==> src/rtl/ce_divider_bank_pkg.sv <==
// Shared constants for the clock-enable divider bank.
package ce_divider_bank_pkg;

  localparam int unsigned DEF_WIDTH = 25;
  localparam int unsigned DEF_DIV   = 20000000;
  localparam int unsigned MAX_CH    = 8;

endpackage

==> src/rtl/ce_divider_bank_if.sv <==
// Control/status bundle of the divider bank: enable, clear, terminal-count load, CE outputs.
interface ce_divider_bank_if
  import ce_divider_bank_pkg::*;
#(
  parameter int unsigned CH    = 2,
  parameter int unsigned WIDTH = DEF_WIDTH
);

  logic             en;
  logic             sync_clr;
  logic [CH-1:0]    load;
  logic [WIDTH-1:0] div_in;
  logic [CH-1:0]    ce_pulse;
  logic [CH-1:0]    ce_toggle;

  modport master (
    output en, sync_clr, load, div_in,
    input  ce_pulse, ce_toggle
  );

  modport slave (
    input  en, sync_clr, load, div_in,
    output ce_pulse, ce_toggle
  );

endinterface

==> src/rtl/ce_divider_channel.sv <==
// One divider channel: counter Q, terminal count T, registered CE pulse and optional toggle.
// Toggle flop is built only when CE_DIVIDER_TOGGLE_EN is defined; otherwise ce_toggle is tied low.
module ce_divider_channel
  import ce_divider_bank_pkg::*;
#(
  parameter int unsigned WIDTH       = DEF_WIDTH,
  parameter int unsigned DEFAULT_DIV = DEF_DIV
) (
  input  logic             clk,
  input  logic             rst_n,
  input  logic             sync_clr,
  input  logic             load,
  input  logic [WIDTH-1:0] div_in,
  input  logic             adv,
  output logic             term,
  output logic             ce_pulse,
  output logic             ce_toggle
);

  localparam logic [WIDTH-1:0] T_RST = WIDTH'(DEFAULT_DIV);

  logic [WIDTH-1:0] q;
  logic [WIDTH-1:0] t;
  logic             hit;

  assign hit  = adv && (q == t);
  // A clear or load in the terminal cycle swallows the event, so the next stage must not see it.
  assign term = hit && !load && !sync_clr;

  always_ff @(posedge clk or negedge rst_n) begin
    if (!rst_n) begin
      q        <= '0;
      t        <= T_RST;
      ce_pulse <= 1'b0;
    end else if (sync_clr) begin
      q        <= '0;
      ce_pulse <= 1'b0;
    end else if (load) begin
      t        <= div_in;
      q        <= '0;
      ce_pulse <= 1'b0;
    end else if (hit) begin
      q        <= '0;
      ce_pulse <= 1'b1;
    end else if (adv) begin
      q        <= q + WIDTH'(1);
      ce_pulse <= 1'b0;
    end else begin
      ce_pulse <= 1'b0;
    end
  end

`ifdef CE_DIVIDER_TOGGLE_EN
  always_ff @(posedge clk or negedge rst_n) begin
    if (!rst_n) begin
      ce_toggle <= 1'b0;
    end else if (sync_clr) begin
      ce_toggle <= 1'b0;
    end else if (term) begin
      ce_toggle <= ~ce_toggle;
    end
  end
`else
  assign ce_toggle = 1'b0;
`endif

endmodule

==> src/rtl/ce_divider_bank.sv <==
// Bank of CH clock-enable dividers, optionally cascaded as a prescaler chain.
// Toggle outputs depend on CE_DIVIDER_TOGGLE_EN (see ce_divider_channel).
module ce_divider_bank
  import ce_divider_bank_pkg::*;
#(
  parameter int unsigned CH          = 2,
  parameter int unsigned WIDTH       = DEF_WIDTH,
  parameter int unsigned DEFAULT_DIV = DEF_DIV,
  parameter int unsigned CASCADE     = 0
) (
  input  logic               clk,
  input  logic               rst_n,
  ce_divider_bank_if.slave   bus
);

  logic [CH-1:0] pulse;
  logic [CH-1:0] toggle;
  logic [CH-1:0] term_vec;
  logic          unused_term;

  for (genvar i = 0; i < CH; i++) begin : g_ch
    logic adv_i;
    logic term_i;

    // Per-scope adv/term keep the cascade chain free of a self-referencing vector.
    if (i == 0 || CASCADE == 0) begin : g_adv
      assign adv_i = bus.en;
    end else begin : g_adv
      assign adv_i = bus.en && g_ch[i-1].term_i;
    end

    ce_divider_channel #(
      .WIDTH       (WIDTH),
      .DEFAULT_DIV (DEFAULT_DIV)
    ) u_channel (
      .clk       (clk),
      .rst_n     (rst_n),
      .sync_clr  (bus.sync_clr),
      .load      (bus.load[i]),
      .div_in    (bus.div_in),
      .adv       (adv_i),
      .term      (term_i),
      .ce_pulse  (pulse[i]),
      .ce_toggle (toggle[i])
    );

    assign term_vec[i] = term_i;
  end

  assign unused_term   = ^term_vec;
  assign bus.ce_pulse  = pulse;
  assign bus.ce_toggle = toggle;

endmodule

==> src/flat_wrapper.sv <==
// flat-port wrapper written by rule: the top's interface ports become plain ports
module ce_divider_bank_flat import ce_divider_bank_pkg::*;
#(
  parameter int unsigned CH          = 2,
  parameter int unsigned WIDTH       = DEF_WIDTH,
  parameter int unsigned DEFAULT_DIV = DEF_DIV,
  parameter int unsigned CASCADE     = 0
)
  (clk, rst_n, bus_en, bus_sync_clr, bus_load, bus_div_in, bus_ce_pulse, bus_ce_toggle);
  ce_divider_bank_if #(.CH(CH), .WIDTH(WIDTH)) bus_i ();
  input  logic clk;
  input  logic rst_n;
  input wire logic [$bits(bus_i.en)-1:0] bus_en;
  input wire logic [$bits(bus_i.sync_clr)-1:0] bus_sync_clr;
  input wire logic [$bits(bus_i.load)-1:0] bus_load;
  input wire logic [$bits(bus_i.div_in)-1:0] bus_div_in;
  output wire logic [$bits(bus_i.ce_pulse)-1:0] bus_ce_pulse;
  output wire logic [$bits(bus_i.ce_toggle)-1:0] bus_ce_toggle;
  assign bus_i.en = bus_en;
  assign bus_i.sync_clr = bus_sync_clr;
  assign bus_i.load = bus_load;
  assign bus_i.div_in = bus_div_in;
  assign bus_ce_pulse = bus_i.ce_pulse;
  assign bus_ce_toggle = bus_i.ce_toggle;
  ce_divider_bank #(.CH(CH), .WIDTH(WIDTH), .DEFAULT_DIV(DEFAULT_DIV), .CASCADE(CASCADE)) u_core (.clk(clk), .rst_n(rst_n), .bus(bus_i));
endmodule
==> config.mk <==
export PLATFORM = sky130hd
export DESIGN_NAME = ce_divider_bank_flat
export DESIGN_NICKNAME = d
export VERILOG_FILES = /design/src/rtl/ce_divider_bank_pkg.sv /design/src/rtl/ce_divider_bank_if.sv /design/src/rtl/ce_divider_channel.sv /design/src/rtl/ce_divider_bank.sv /design/src/flat_wrapper.sv
export SDC_FILE = /design/constraint.sdc
export NUM_CORES = 1
export LEC_CHECK = 0
export ABC_AREA = 1
export ABC_CLOCK_PERIOD_IN_PS = 3950
export CAP_MARGIN = 20
export CORE_MARGIN = 2
export CORE_UTILIZATION = 55
export DETAILED_ROUTE_END_ITERATION = 10
export PLACE_DENSITY = 0.75
export SYNTH_ARGS = -nofsm -noshare
export SYNTH_HDL_FRONTEND = slang
export SYNTH_SLANG_ARGS = --single-unit
==> constraint.sdc <==
create_clock -name clk -period 3.95 [get_ports clk]
set_input_delay 0.79 -clock clk [delete_from_list [all_inputs] [get_ports clk]]
set_output_delay 0.79 -clock clk [all_outputs]
set_load 0.05 [all_outputs]
== Yosys cells after proc, flatten, opt, wreduce, memory -nomap -nowiden ==
Cells that the tools add are included.

* Bits in registers: 102
* Output and inout port bits: 4
* Word-level logic and storage cells: 31

* $add $sub $neg: 2
* Equal/unequal tests: 2
* Muxes and demuxes: 14
* Bitwise operators: 1
* Reduce and logical (&&, ||, !) cells: 6

{| class="wikitable"
|+ Operators with widths
! kind !! number
|-
| two-way mux 25 bit || 8
|-
| adder 25 x 1 -> 25 bit (second input constant) || 2
|-
| == test 25 bit || 2
|-
| nonzero test 4 bit || 2
|-
| two-way mux 1 bit || 6
|-
| AND reduction 2 bit || 2
|-
| logical AND 1 bit || 2
|-
| inverter 1 bit || 1
|}

== Longest topological paths before layout ==
* Depth after elaboration: 5
* Depth in mapped cells: 12
* Depth with buffers taken out: 11

== By module ==
From an unflattened synthesis, not the netlist that was laid out.

* Cell total of the unflattened synthesis: 904
* Area, all modules: 6351.1 sq um

{| class="wikitable"
|+ By module, submodules not included
! module !! times used !! cells an instance !! area each (sq um) !! sequential area each (sq um)
|-
| ce_divider_channel || 2 || 452 || 3175.5 || 1286.2
|}

== Worst setup path before layout ==
OpenSTA, ideal clock, no wires.

* Path kind: input -> register
* Start: input port bus_load[1]
* End: register u_core.g_ch[1].u_channel.q[16]
* Setup time: 120 ps
* Data arrival time: 1771 ps
* Path slack: 2059 ps
* Stages on the path: 7
* Buffers on the path: 0
* Cells stage by stage: or2_2 -> nor2_2 -> inv_1 -> nand4_1 -> nor2_1 -> xnor2_1 -> nor2_1

* Cells in the longest elaborated chain, start to end: 2

{| class="wikitable"
|+ RTL lines
! item !! line !! RTL
|-
| start, declared || flat_wrapper.sv:15 || <nowiki>input wire logic [$bits(bus_i.load)-1:0] bus_load;</nowiki>
|-
| two-way mux 25 bit || ce_divider_channel.sv:38 || <nowiki>end else if (load) begin</nowiki>
|-
| two-way mux 25 bit || ce_divider_channel.sv:35 || <nowiki>end else if (sync_clr) begin</nowiki>
|-
| end signal, assigned || ce_divider_channel.sv:46 || <nowiki>q <= q + WIDTH'(1);</nowiki>
|-
| end, declared || ce_divider_channel.sv:22 || <nowiki>logic [WIDTH-1:0] q;</nowiki>
|}

Several ways; a longest one is shown, not always the timed one.
A chain may end at the register's enable or synchronous reset.

== Worst setup path after layout ==
* Start: input port bus_en
* End: register u_core.g_ch[0].u_channel.q[8]

* Cells in the longest elaborated chain, start to end: 4

{| class="wikitable"
|+ RTL lines
! item !! line !! RTL
|-
| start, declared || flat_wrapper.sv:13 || <nowiki>input wire logic [$bits(bus_i.en)-1:0] bus_en;</nowiki>
|-
| logical AND 1 bit || ce_divider_channel.sv:26 || <nowiki>assign hit = adv && (q == t);</nowiki>
|-
| two-way mux 25 bit || ce_divider_channel.sv:42 || <nowiki>end else if (hit) begin</nowiki>
|-
| two-way mux 25 bit || ce_divider_channel.sv:38 ||
|-
| two-way mux 25 bit || ce_divider_channel.sv:35 ||
|-
| end signal, assigned || ce_divider_channel.sv:46 ||
|-
| end, declared || ce_divider_channel.sv:22 ||
|}

Several ways; a longest one is shown, not always the timed one.

==> impl_metrics.toml <==
[run_status]
status = "completed"

[synth]
yosysMostFrequentCell = "nand2_1"
synth_area_leaders = "dfrtp_1 36%, nand2_1 15%, inv_1 7.2%"
synth_flop_cell = "dfrtp_1"
synth_top_area_share_pct = 36.39
syn_area_per_cell_um2 = 7.167
synth_cell_types = 36
ys_ff_latch = 102
synth_area_um2 = 5913
synthArstFlopShare_pct = 100.0
synth_commonest_cells = "244 x nand2_1, 113 x inv_1, 94 x nor2_1, 86 x dfrtp_1, 68 x o21ai_0"
synth_edf_count = 0
syn-instance-count = 825
yosys.area.top_type = "dfrtp_1"
yosysWarnings = 0
ys_seq_area_share_pct = 43.50

[pwr]
max-vdd-ir-drop_uv = 234.2
power_density_nw_per_um2 = 341.7
total_leakage_power_nw = 3.048

[final_layout]
fin_util_pct = 63.08
n_antenna_cell = 0
multiInputGateArea_um2 = 2788
seqCellArea_um2 = 2572
stdcell_count = 990
fin_nets = 882
nFillCells = 984
syn2layout_area_growth_pct = 10.62
layout-drive-gt1-share_pct = 6.557

[grt]
grt_overflow_total = 0
grt_pass1_wl_um = 25470
grt_util_all_layers_pct = 28.85
grt_max_degree = 85
grt_pass1_vias = 5202
antenna_found_initial = 0

[cts]
cts_resized = 0
clkTransAtPathRegs_ps = 100
cts_tree = "built"
cts_hold_buf = 0
htree_levels = 3
post_cts_buffers = 0
clk_latency_ps = 390
root_buffer = "clkbuf_8"
clockBufferDepth = 2
cts_buffers = 9
cts_num_sinks = 102

[critical_path]
reg2reg_depth = 11
cp_common_cell = "nand2_1"
critPathMaxFanout = 16
path_cells = "clkdlybuf4s50_1, inv_2, a21oi_1, nand3_1, nor2_1, nand2_1, nand2_1, nor3b_1"
cp_slowest_stage_delay_ps = 700
worst-path-buf-inv = 2
cp.arrival_ps = 2570
criticalPathCategory = "in -> reg"
r2r_end = "u_core.g_ch[0].u_channel.q[8]$_DFFE_PN0P_"
critPathTopFamily = "simple AND/OR/NAND/NOR gates"
r2r-start = "u_core.g_ch[0].u_channel.t[13]$_DFFE_PN1P_"
end_kind = "flop"
worst_path_max_delay_cell = "clkdlybuf4s50_1"
crit_required_ps = 4200
r2r_slack_ps = 1890
startpoint_type = "primary input"

[run]
drv_cap = 0

[die]
fp.dieH_um = 107.7
core_area_um2 = 10370
rows = 37
start_util_pct = 57.02
die_w_um = 107.7
die_area_um2 = 11600
ios = 35

[route]
wl_per_cell_um = 15.69
vias = 5316
drc = 0
wl_um = 15530
first_pass_iters = 5
first_iter_violations = 447
ant_nets = 0
via_per_inst = 5.370

[sta]
tightest_slew_ps = 565.0
tns_ps = 0
max_freq_mhz = 430.5
worst_slack_ps = 1627
hold_ws_ps = 304.2
slew_headroom_pct = 62.24
finClkSkew_ps = 9.345
hold_viol = 0
rsz0062_at_grt = "false"
finalMaxSlewViolations = 0
final.period_utilization_pct = 58.81
setup_viol = 0
fin_crit_ps = 2323

[placement]
place_inst = 973
detailed_place_hpwl_um = 11960
dp_slack_ps = 1244
gp_congestion = 0.9348
io_buffers = 32

[hold_path]
hold_path_class = "in -> async"
## report_power, final
| part | switching, W | total (W) | internal (W) |
|---|---|---|---|
| registers | 0.0000683 | 0.00120 | 0.00113 |
| logic | 0.000207 | 0.000336 | 0.000129 |
| clock network | 0.000397 | 0.000701 | 0.000303 |
| total | 0.000673 | 0.00223 | 0.00156 |
## routing by layer
metal / vias up / GRT usage (%) / part of all wire (%)
met5: - / 0 / 0
met4: 0 / 12.27 / 3.8
met3: 45 / 5.387 / 4.1
met2: 147 / 50.45 / 50
met1: 2489 / 34.66 / 42
li1: 2635 / - / -
## stage by stage
stage	instance area (um^2)	total power, W
after floorplan	5917	0.001409
after global placement	6310	0.001542
after detailed placement	6310	0.001548
after CTS	6514	0.002242
after global routing	6541	0.002342
final	6541	0.002235
## cells in the final DEF, fill, tap and decap left out, types with 16 or more instances in the layout
cell type,Yosys,final
dfstp_2,16,16
clkdlybuf4s50_1,0,31
inv_1,113,113
o21ai_0,68,68
dfrtp_1,86,86
nand2_1,244,244
xor2_1,40,40
nand3_1,35,35
nor3_1,25,25
nand4_1,29,29
nor2_1,94,94
## cells by family (layout without fill, tap and decap cells)
logic type | after synthesis | count (layout) | share of synthesized area [%]
AO/OA/AOI/OAI | 81 | 81 | 7.173
adder cells (fa/ha/maj) | 2 | 2 | 0.4231
flip-flops | 102 | 102 | 43.50
AND/OR/NAND/NOR | 452 | 452 | 32.46
XOR/XNOR | 47 | 47 | 6.962
buffers and inverters | 140 | 168 | 9.416
other | 1 | 2 | 0.06342
## state kept, by name, indices dropped and copies added (netlist names)
| signal | count |
|---|---|
| u_core.g_ch.u_channel.q | 50 |
| u_core.g_ch.u_channel.t | 50 |
| u_core.g_ch.u_channel.ce_pulse | 2 |
## how the worst max path moves through the flow
| stage | startpoint | endpoint | slack, ps | cells past startpoint |
|---|---|---|---|---|
| 2_1_floorplan | bus_load[1] | u_core.g_ch[1].u_channel.q[16]$_DFFE_PN0P_ | 2060 | 7 |
| 3_3_place_gp | bus_en | u_core.g_ch[0].u_channel.q[15]$_DFFE_PN0P_ | 1290 | 8 |
| 3_5_place_dp | bus_en | u_core.g_ch[0].u_channel.q[11]$_DFFE_PN0P_ | 1240 | 8 |
| 4_1_cts | u_core.g_ch[1].u_channel.ce_pulse$_DFF_PN0_ | bus_ce_pulse[1] | 1630 | 1 |
| 5_1_grt | bus_en | u_core.g_ch[0].u_channel.q[4]$_DFFE_PN0P_ | 1510 | 8 |
| 6_report | bus_en | u_core.g_ch[0].u_channel.q[8]$_DFFE_PN0P_ | 1630 | 8 |
## final cells by class
class,count,share of cell area (%)
Clock buffer,9,1.894
Clock inverter,7,1.224
Multi-Input combinational cell,584,42.62
Tap cell,136,2.601
Sequential cell,102,39.33
Timing Repair Buffer,37,5.738
Inverter,115,6.599
(Power assumes the default switching activity.)
